`src/rtl/stopwatch_pkg.sv`:
```
// Status encodings and command types shared with the stopwatch control FSM.
package stopwatch_pkg;

  localparam logic [1:0] ST_IDLE    = 2'b00;
  localparam logic [1:0] ST_RUNNING = 2'b01;
  localparam logic [1:0] ST_PAUSED  = 2'b10;

  typedef enum logic [1:0] {
    CMD_NONE  = 2'd0,
    CMD_START = 2'd1,
    CMD_STOP  = 2'd2,
    CMD_RESET = 2'd3
  } cmd_e;

  // Status 2'b11 is corrupt, so no command is accepted there.
  function automatic logic cmd_legal(input cmd_e cmd, input logic [1:0] status);
    logic ok;
    ok = 1'b0;
    case (cmd)
      CMD_START: ok = (status == ST_IDLE) || (status == ST_PAUSED);
      CMD_STOP:  ok = (status == ST_RUNNING);
      CMD_RESET: ok = (status == ST_RUNNING) || (status == ST_PAUSED);
      default:   ok = 1'b0;
    endcase
    return ok;
  endfunction

endpackage

```
`src/rtl/stopwatch_cmd_gen_if.sv`:
```
// Button inputs, status feedback and command pulses between board and control FSM.
interface stopwatch_cmd_gen_if;
  logic       btn_start_raw;
  logic       btn_stop_raw;
  logic       btn_reset_raw;
  logic [1:0] status_in;
  logic       start;
  logic       stop;
  logic       reset;
  logic       cmd_reject;

  modport master (
    output btn_start_raw, btn_stop_raw, btn_reset_raw, status_in,
    input  start, stop, reset, cmd_reject
  );

  modport slave (
    input  btn_start_raw, btn_stop_raw, btn_reset_raw, status_in,
    output start, stop, reset, cmd_reject
  );
endinterface

```
`src/rtl/button_debouncer.sv`:
```
// Synchronises one raw button, debounces it and emits a one-cycle pulse per press.
module button_debouncer #(
  parameter int DEBOUNCE_CYCLES = 16,
  parameter bit ACTIVE_LOW      = 1'b0
) (
  input  logic clk,
  input  logic rst,
  input  logic raw,
  output logic level,
  output logic press_pulse
);

  localparam int CW = $clog2(DEBOUNCE_CYCLES + 1);
  localparam logic RELEASED_RAW = ACTIVE_LOW;

  logic          sync1_q, sync2_q;
  logic          pressed;
  logic [CW-1:0] cnt_q, cnt_d;
  logic          level_q, level_d;
  logic          prev_q;

  assign pressed = sync2_q ^ ACTIVE_LOW;

  // Flip on the cycle that would bring the count to DEBOUNCE_CYCLES.
  always_comb begin
    cnt_d   = '0;
    level_d = level_q;
    if (pressed != level_q) begin
      if (cnt_q == CW'(DEBOUNCE_CYCLES - 1)) begin
        level_d = pressed;
        cnt_d   = '0;
      end else begin
        cnt_d = cnt_q + CW'(1);
      end
    end
  end

  always_ff @(posedge clk) begin
    if (rst) begin
      sync1_q <= RELEASED_RAW;
      sync2_q <= RELEASED_RAW;
      cnt_q   <= '0;
      level_q <= 1'b0;
      prev_q  <= 1'b0;
    end else begin
      sync1_q <= raw;
      sync2_q <= sync1_q;
      cnt_q   <= cnt_d;
      level_q <= level_d;
      prev_q  <= level_q;
    end
  end

  assign level       = level_q;
  assign press_pulse = level_q & ~prev_q;

endmodule

```
`src/rtl/stopwatch_cmd_gen.sv`:
```
// Turns three debounced buttons into arbitrated, status-filtered command pulses.
module stopwatch_cmd_gen
  import stopwatch_pkg::*;
#(
  parameter int DEBOUNCE_CYCLES = 16,
  parameter bit ACTIVE_LOW_BTN  = 1'b0
) (
  input  logic                 clk,
  input  logic                 rst,
  stopwatch_cmd_gen_if.slave   bus
);

  logic lvl_start, lvl_stop, lvl_reset;
  logic ev_start, ev_stop, ev_reset;
  cmd_e winner;
  logic lost, legal;
  logic start_d, stop_d, reset_d, reject_d;
  logic start_q, stop_q, reset_q, reject_q;

  button_debouncer #(.DEBOUNCE_CYCLES(DEBOUNCE_CYCLES), .ACTIVE_LOW(ACTIVE_LOW_BTN)) u_db_start (
    .clk(clk), .rst(rst), .raw(bus.btn_start_raw), .level(lvl_start), .press_pulse(ev_start)
  );
  button_debouncer #(.DEBOUNCE_CYCLES(DEBOUNCE_CYCLES), .ACTIVE_LOW(ACTIVE_LOW_BTN)) u_db_stop (
    .clk(clk), .rst(rst), .raw(bus.btn_stop_raw), .level(lvl_stop), .press_pulse(ev_stop)
  );
  button_debouncer #(.DEBOUNCE_CYCLES(DEBOUNCE_CYCLES), .ACTIVE_LOW(ACTIVE_LOW_BTN)) u_db_reset (
    .clk(clk), .rst(rst), .raw(bus.btn_reset_raw), .level(lvl_reset), .press_pulse(ev_reset)
  );

  // Losers are dropped outright; the rejection pulse is the only trace they leave.
  always_comb begin
    winner = CMD_NONE;
    lost   = 1'b0;
    if (ev_reset) begin
      winner = CMD_RESET;
      lost   = ev_stop | ev_start;
    end else if (ev_stop) begin
      winner = CMD_STOP;
      lost   = ev_start;
    end else if (ev_start) begin
      winner = CMD_START;
    end
    legal    = cmd_legal(winner, bus.status_in);
    start_d  = legal && (winner == CMD_START);
    stop_d   = legal && (winner == CMD_STOP);
    reset_d  = legal && (winner == CMD_RESET);
    reject_d = ((winner != CMD_NONE) && !legal) || lost;
  end

  always_ff @(posedge clk) begin
    if (rst) begin
      start_q  <= 1'b0;
      stop_q   <= 1'b0;
      reset_q  <= 1'b0;
      reject_q <= 1'b0;
    end else begin
      start_q  <= start_d;
      stop_q   <= stop_d;
      reset_q  <= reset_d;
      reject_q <= reject_d;
    end
  end

  assign bus.start      = start_q;
  assign bus.stop       = stop_q;
  assign bus.reset      = reset_q;
  assign bus.cmd_reject = reject_q;

  logic unused_levels;
  assign unused_levels = lvl_start ^ lvl_stop ^ lvl_reset;

endmodule
```
`src/flat_wrapper.sv`:
```
// flat-port wrapper written by rule: the top's interface ports become plain ports
module stopwatch_cmd_gen_flat import stopwatch_pkg::*;
#(
  parameter int DEBOUNCE_CYCLES = 16,
  parameter bit ACTIVE_LOW_BTN  = 1'b0
)
  (clk, rst, bus_btn_start_raw, bus_btn_stop_raw, bus_btn_reset_raw, bus_status_in, bus_start, bus_stop, bus_reset, bus_cmd_reject);
  stopwatch_cmd_gen_if bus_i ();
  input  logic clk;
  input  logic rst;
  input wire logic [$bits(bus_i.btn_start_raw)-1:0] bus_btn_start_raw;
  input wire logic [$bits(bus_i.btn_stop_raw)-1:0] bus_btn_stop_raw;
  input wire logic [$bits(bus_i.btn_reset_raw)-1:0] bus_btn_reset_raw;
  input wire logic [$bits(bus_i.status_in)-1:0] bus_status_in;
  output wire logic [$bits(bus_i.start)-1:0] bus_start;
  output wire logic [$bits(bus_i.stop)-1:0] bus_stop;
  output wire logic [$bits(bus_i.reset)-1:0] bus_reset;
  output wire logic [$bits(bus_i.cmd_reject)-1:0] bus_cmd_reject;
  assign bus_i.btn_start_raw = bus_btn_start_raw;
  assign bus_i.btn_stop_raw = bus_btn_stop_raw;
  assign bus_i.btn_reset_raw = bus_btn_reset_raw;
  assign bus_i.status_in = bus_status_in;
  assign bus_start = bus_i.start;
  assign bus_stop = bus_i.stop;
  assign bus_reset = bus_i.reset;
  assign bus_cmd_reject = bus_i.cmd_reject;
  stopwatch_cmd_gen #(.DEBOUNCE_CYCLES(DEBOUNCE_CYCLES), .ACTIVE_LOW_BTN(ACTIVE_LOW_BTN)) u_core (.clk(clk), .rst(rst), .bus(bus_i));
endmodule
```
`config.mk`:
```
export PLATFORM = sky130hd
export DESIGN_NAME = stopwatch_cmd_gen_flat
export DESIGN_NICKNAME = d
export VERILOG_FILES = /design/src/rtl/stopwatch_pkg.sv /design/src/rtl/stopwatch_cmd_gen_if.sv /design/src/rtl/button_debouncer.sv /design/src/rtl/stopwatch_cmd_gen.sv /design/src/flat_wrapper.sv
export SDC_FILE = /design/constraint.sdc
export NUM_CORES = 1
export LEC_CHECK = 0
export BUFFER_PORTS_ARGS = -buffer_cell sky130_fd_sc_hd__buf_2
export CAP_MARGIN = 10
export CORE_MARGIN = 2
export CORE_UTILIZATION = 35
export CTS_CLUSTER_SIZE = 24
export DETAILED_ROUTE_END_ITERATION = 16
export PLACE_DENSITY_LB_ADDON = 0.12
export SYNTH_ARGS = -nofsm -noshare
export SYNTH_HDL_FRONTEND = slang
export SYNTH_HIERARCHICAL = 1
export SYNTH_SLANG_ARGS = --single-unit
```
`constraint.sdc`:
```
create_clock -name clk -period 1.5 [get_ports clk]
set_clock_uncertainty 0.2 [all_clocks]
set_input_delay 0.225 -clock clk [delete_from_list [all_inputs] [get_ports clk]]
set_output_delay 0.225 -clock clk [all_outputs]
set_load 0.02 [all_outputs]
```
==> results.md <==
- Vias per cell: 4.31
- Clock latency on the worst-skew pair: 0.32 ns
- Grt total ovfl: 0
- Vias: between 700 and 800
- Crit path max fanout: 5
- Startpoint Class: register
- VDD IR max: ~0.00065 V
- Synthesized area: 1120 µm²
- Vias in the first global route: 725
- Sequential-to-total area share from yosys stat: 55.6%
- Hold Path Class: in2reg
- CTS buffer count: 5
- 1st-pass router iterations: 3
- R2R depth: 5
- DP HPWL: 1270 µm
- Residual DRC: 0
- Worst-case clock buffer depth: 2
- Yosys cell types: 18
- Req. time, crit path: 1.56 ns
- Antenna-violating nets left: 0
- Synth-to-layout area growth: 36.7%
- Leakage power: 0.000584 µW
- Total GRT Usage: 12.3%
- CP max stage delay: ~0.37 ns
- Largest net degree at the start of global routing: 16
- Finished layout cell area: 1530 µm²
- Critical path's most frequent cell: ha_4
- Die width: 60.5 µm
- Placed instance area: ~1400 µm²
- Die area: 3660 µm²
- Failing checks: negative setup slack
- Syn nets: 119
- Worst slew pin tran: roughly 0.35 ns
- Minimum clock period: 1.52 ns
- DP Worst Slack: -0.0665 ns
- Fmax: 0.656 GHz
- First-pass GRT wire length: 3110 µm
- RSZ-0062 raised after global routing: yes
- Synthesis-stage register bit count: 31
- Clock root cell: clkbuf_4
- Clock-pin transition on the worst setup and hold timing paths: 0.09 ns
- Final setup viols: 14
- IO Count: 11
- Worst reg2reg path startpoint: u_core/u_db_start/cnt_q[1]$_SDFF_PP0_
- CP Capture Type: register
- R2r setup slk: -0.02 ns
- Most common cell after layout, fill and taps aside: dfxtp_1
- Post-synthesis area per instance: 10.5 µm²
- CTS H-tree lvls: 2
- Sink Count: 31
- CTS tree: yes
- Crit-path cells: ha_4, and3_4, ha_4, or3_4, nor2_1
- Final Hold Viols: 0
- Tcrit/Tclk final: 102%
- Share of cells above drive strength 1: approximately two fifths
- N_diodes: 0
- Post-layout nets: 151
- Core area: 3050 µm²
- Yosys synthesis warning count: 6
- Antenna violations before repair: 0
- Power per standard cell area: 940 nW/µm²
- RR Endpoint: u_core/u_db_start/cnt_q[2]$_SDFF_PP0_
- Critical path class: reg2reg
- Max cap viols: 0
- CP Data Arrival Time: between 1.5 and 2 ns
- Final WS setup: -0.0238 ns
- WL per Instance: 9.93 µm
- Most frequent cells in the layout: 25 x dfxtp_1, 13 x nor2_1, 12 x buf_4, 12 x nor2b_1, 10 x buf_2
- Layout Utilization: 50.0%
- Input/output buffers: 10
- Top flop regs: u_core/u_db_reset/cnt_q (5), u_core/u_db_start/cnt_q (5), u_core/u_db_stop/cnt_q (5)
- CP Capture Point: u_core/u_db_start/cnt_q[2]$_SDFF_PP0_
- Final Total Pwr: 1430 µW
- Syn Inst Count: 106
- Row cnt: 20
- Status: finished with violations
- DRT Wirelength: 1820 µm
- Max-slew violation count: 0
- Slew HR: 76.8%
- GPL Wtd Cong: 0.746
- Die Ht: 60.5 µm
- Hold path startpoint: bus_status_in[1]
- Initial Util: 36.6%
- Starting DRT DRC Count: 19
- Critical Path Source: u_core/u_db_start/cnt_q[1]$_SDFF_PP0_
- Worst path slowest cell: or3_4
[kinds of logic (layout without fill, tap and decap cells)]
| logic type | Yosys count | in the layout | synth area share [%] |
|---|---|---|---|
| AND/OR/NAND/NOR | 46 | 46 | 22.5 |
| flip-flops | 31 | 31 | 55.6 |
| XOR/XNOR | 10 | 10 | 7.85 |
| buffers and inverters | 7 | 40 | 2.35 |
| adder cells (fa/ha/maj) | 6 | 6 | 6.73 |
| AO/OA/AOI/OAI | 3 | 3 | 2.24 |
| multiplexers | 3 | 3 | 2.69 |
[per-stage QoR]
step | instances | TNS [ns] | hold WS (ns)
after floorplan | 106 | -0.00957 | 0.0929
after CTS | 183 | -0.182 | 0.0178
after global placement | 169 | -0.199 | 0.219
after detailed placement | 169 | -0.478 | 0.227
after global routing | 183 | -0.811 | 0.0371
final | 183 | -0.133 | 0.0321
[timing repair]
item,CTS,global route
hold buffers,3,0
endpoints found under the setup margin,15,15
resized for setup,1,6
setup buffers,3,0
pin swaps,9,1
endpoints found under the hold margin,3,0
[where the power goes]
part / leakage [µW] / total, µW / internal, µW / switching [µW]
clock network: 0.0000386 / 541 / 276 / 266
registers: 0.000254 / 838 / 833 / 5.21
logic: 0.000291 / 54.5 / 29.3 / 25.2
total: 0.000584 / 1430 / 1140 / 296
[routing by layer]
metal  up-vias  global-route usage [%]  wire length [µm]
met2        12                    19.7               871
met1       363                    13.6               836
met5         -                       0                 0
met3         4                    5.12                72
met4         0                    7.45                37
li1        409                       -                 -
[worst max-delay path: cells and delay by family (launching register included)]
family / cells / cell delay (ns)
flip-flops: 1 / 0.34
adder cells (fa/ha/maj): 2 / 0.31
AND/OR/NAND/NOR: 3 / 0.63
[final cells by class]
type | instances | area (µm²)
Tap cell | 44 | 55.1
Multi-Input combinational cell | 68 | 577
Sequential cell | 31 | 628
Timing Repair Buffer | 25 | 170
Fill cell | 293 | 1530
Clock buffer | 8 | 68.8
Inverter | 7 | 26.3
[cells in the mapped netlist]
library cell	n	share of area, %
nor3_1	1	0.45
a311oi_2	1	1.3
xnor2_1	7	5.5
inv_1	7	2.4
a21oi_1	1	0.45
and4b_2	1	1.0
and3_1	4	2.2
ha_1	6	6.7
xor2_1	3	2.4
nor2_1	20	6.7
nand2_1	1	0.34
mux2i_1	3	2.7
o21ai_0	1	0.45
nor3b_1	1	0.67
nor2b_1	12	6.7
nand3_1	3	1.3
or3_4	3	3.0
dfxtp_1	31	56
[worst min-delay path by stage]
| stage | cells past startpoint | end | slack (ns) |
|---|---|---|---|
| final | 3 | u_core/bus.reset$_SDFF_PP0_ | 0.03 |
| after global routing | 3 | u_core/bus.reset$_SDFF_PP0_ | 0.04 |
| after CTS | 3 | u_core/bus.reset$_SDFF_PP0_ | 0.02 |
| after detailed placement | 1 | u_core/u_db_reset/cnt_q[0]$_SDFF_PP0_ | 0.23 |
| after global placement | 1 | u_core/u_db_reset/cnt_q[0]$_SDFF_PP0_ | 0.22 |
| after floorplan | 1 | u_core/bus.cmd_reject$_SDFF_PP0_ | 0.09 |
No activity file was read; power rests on OpenSTA's default activity.
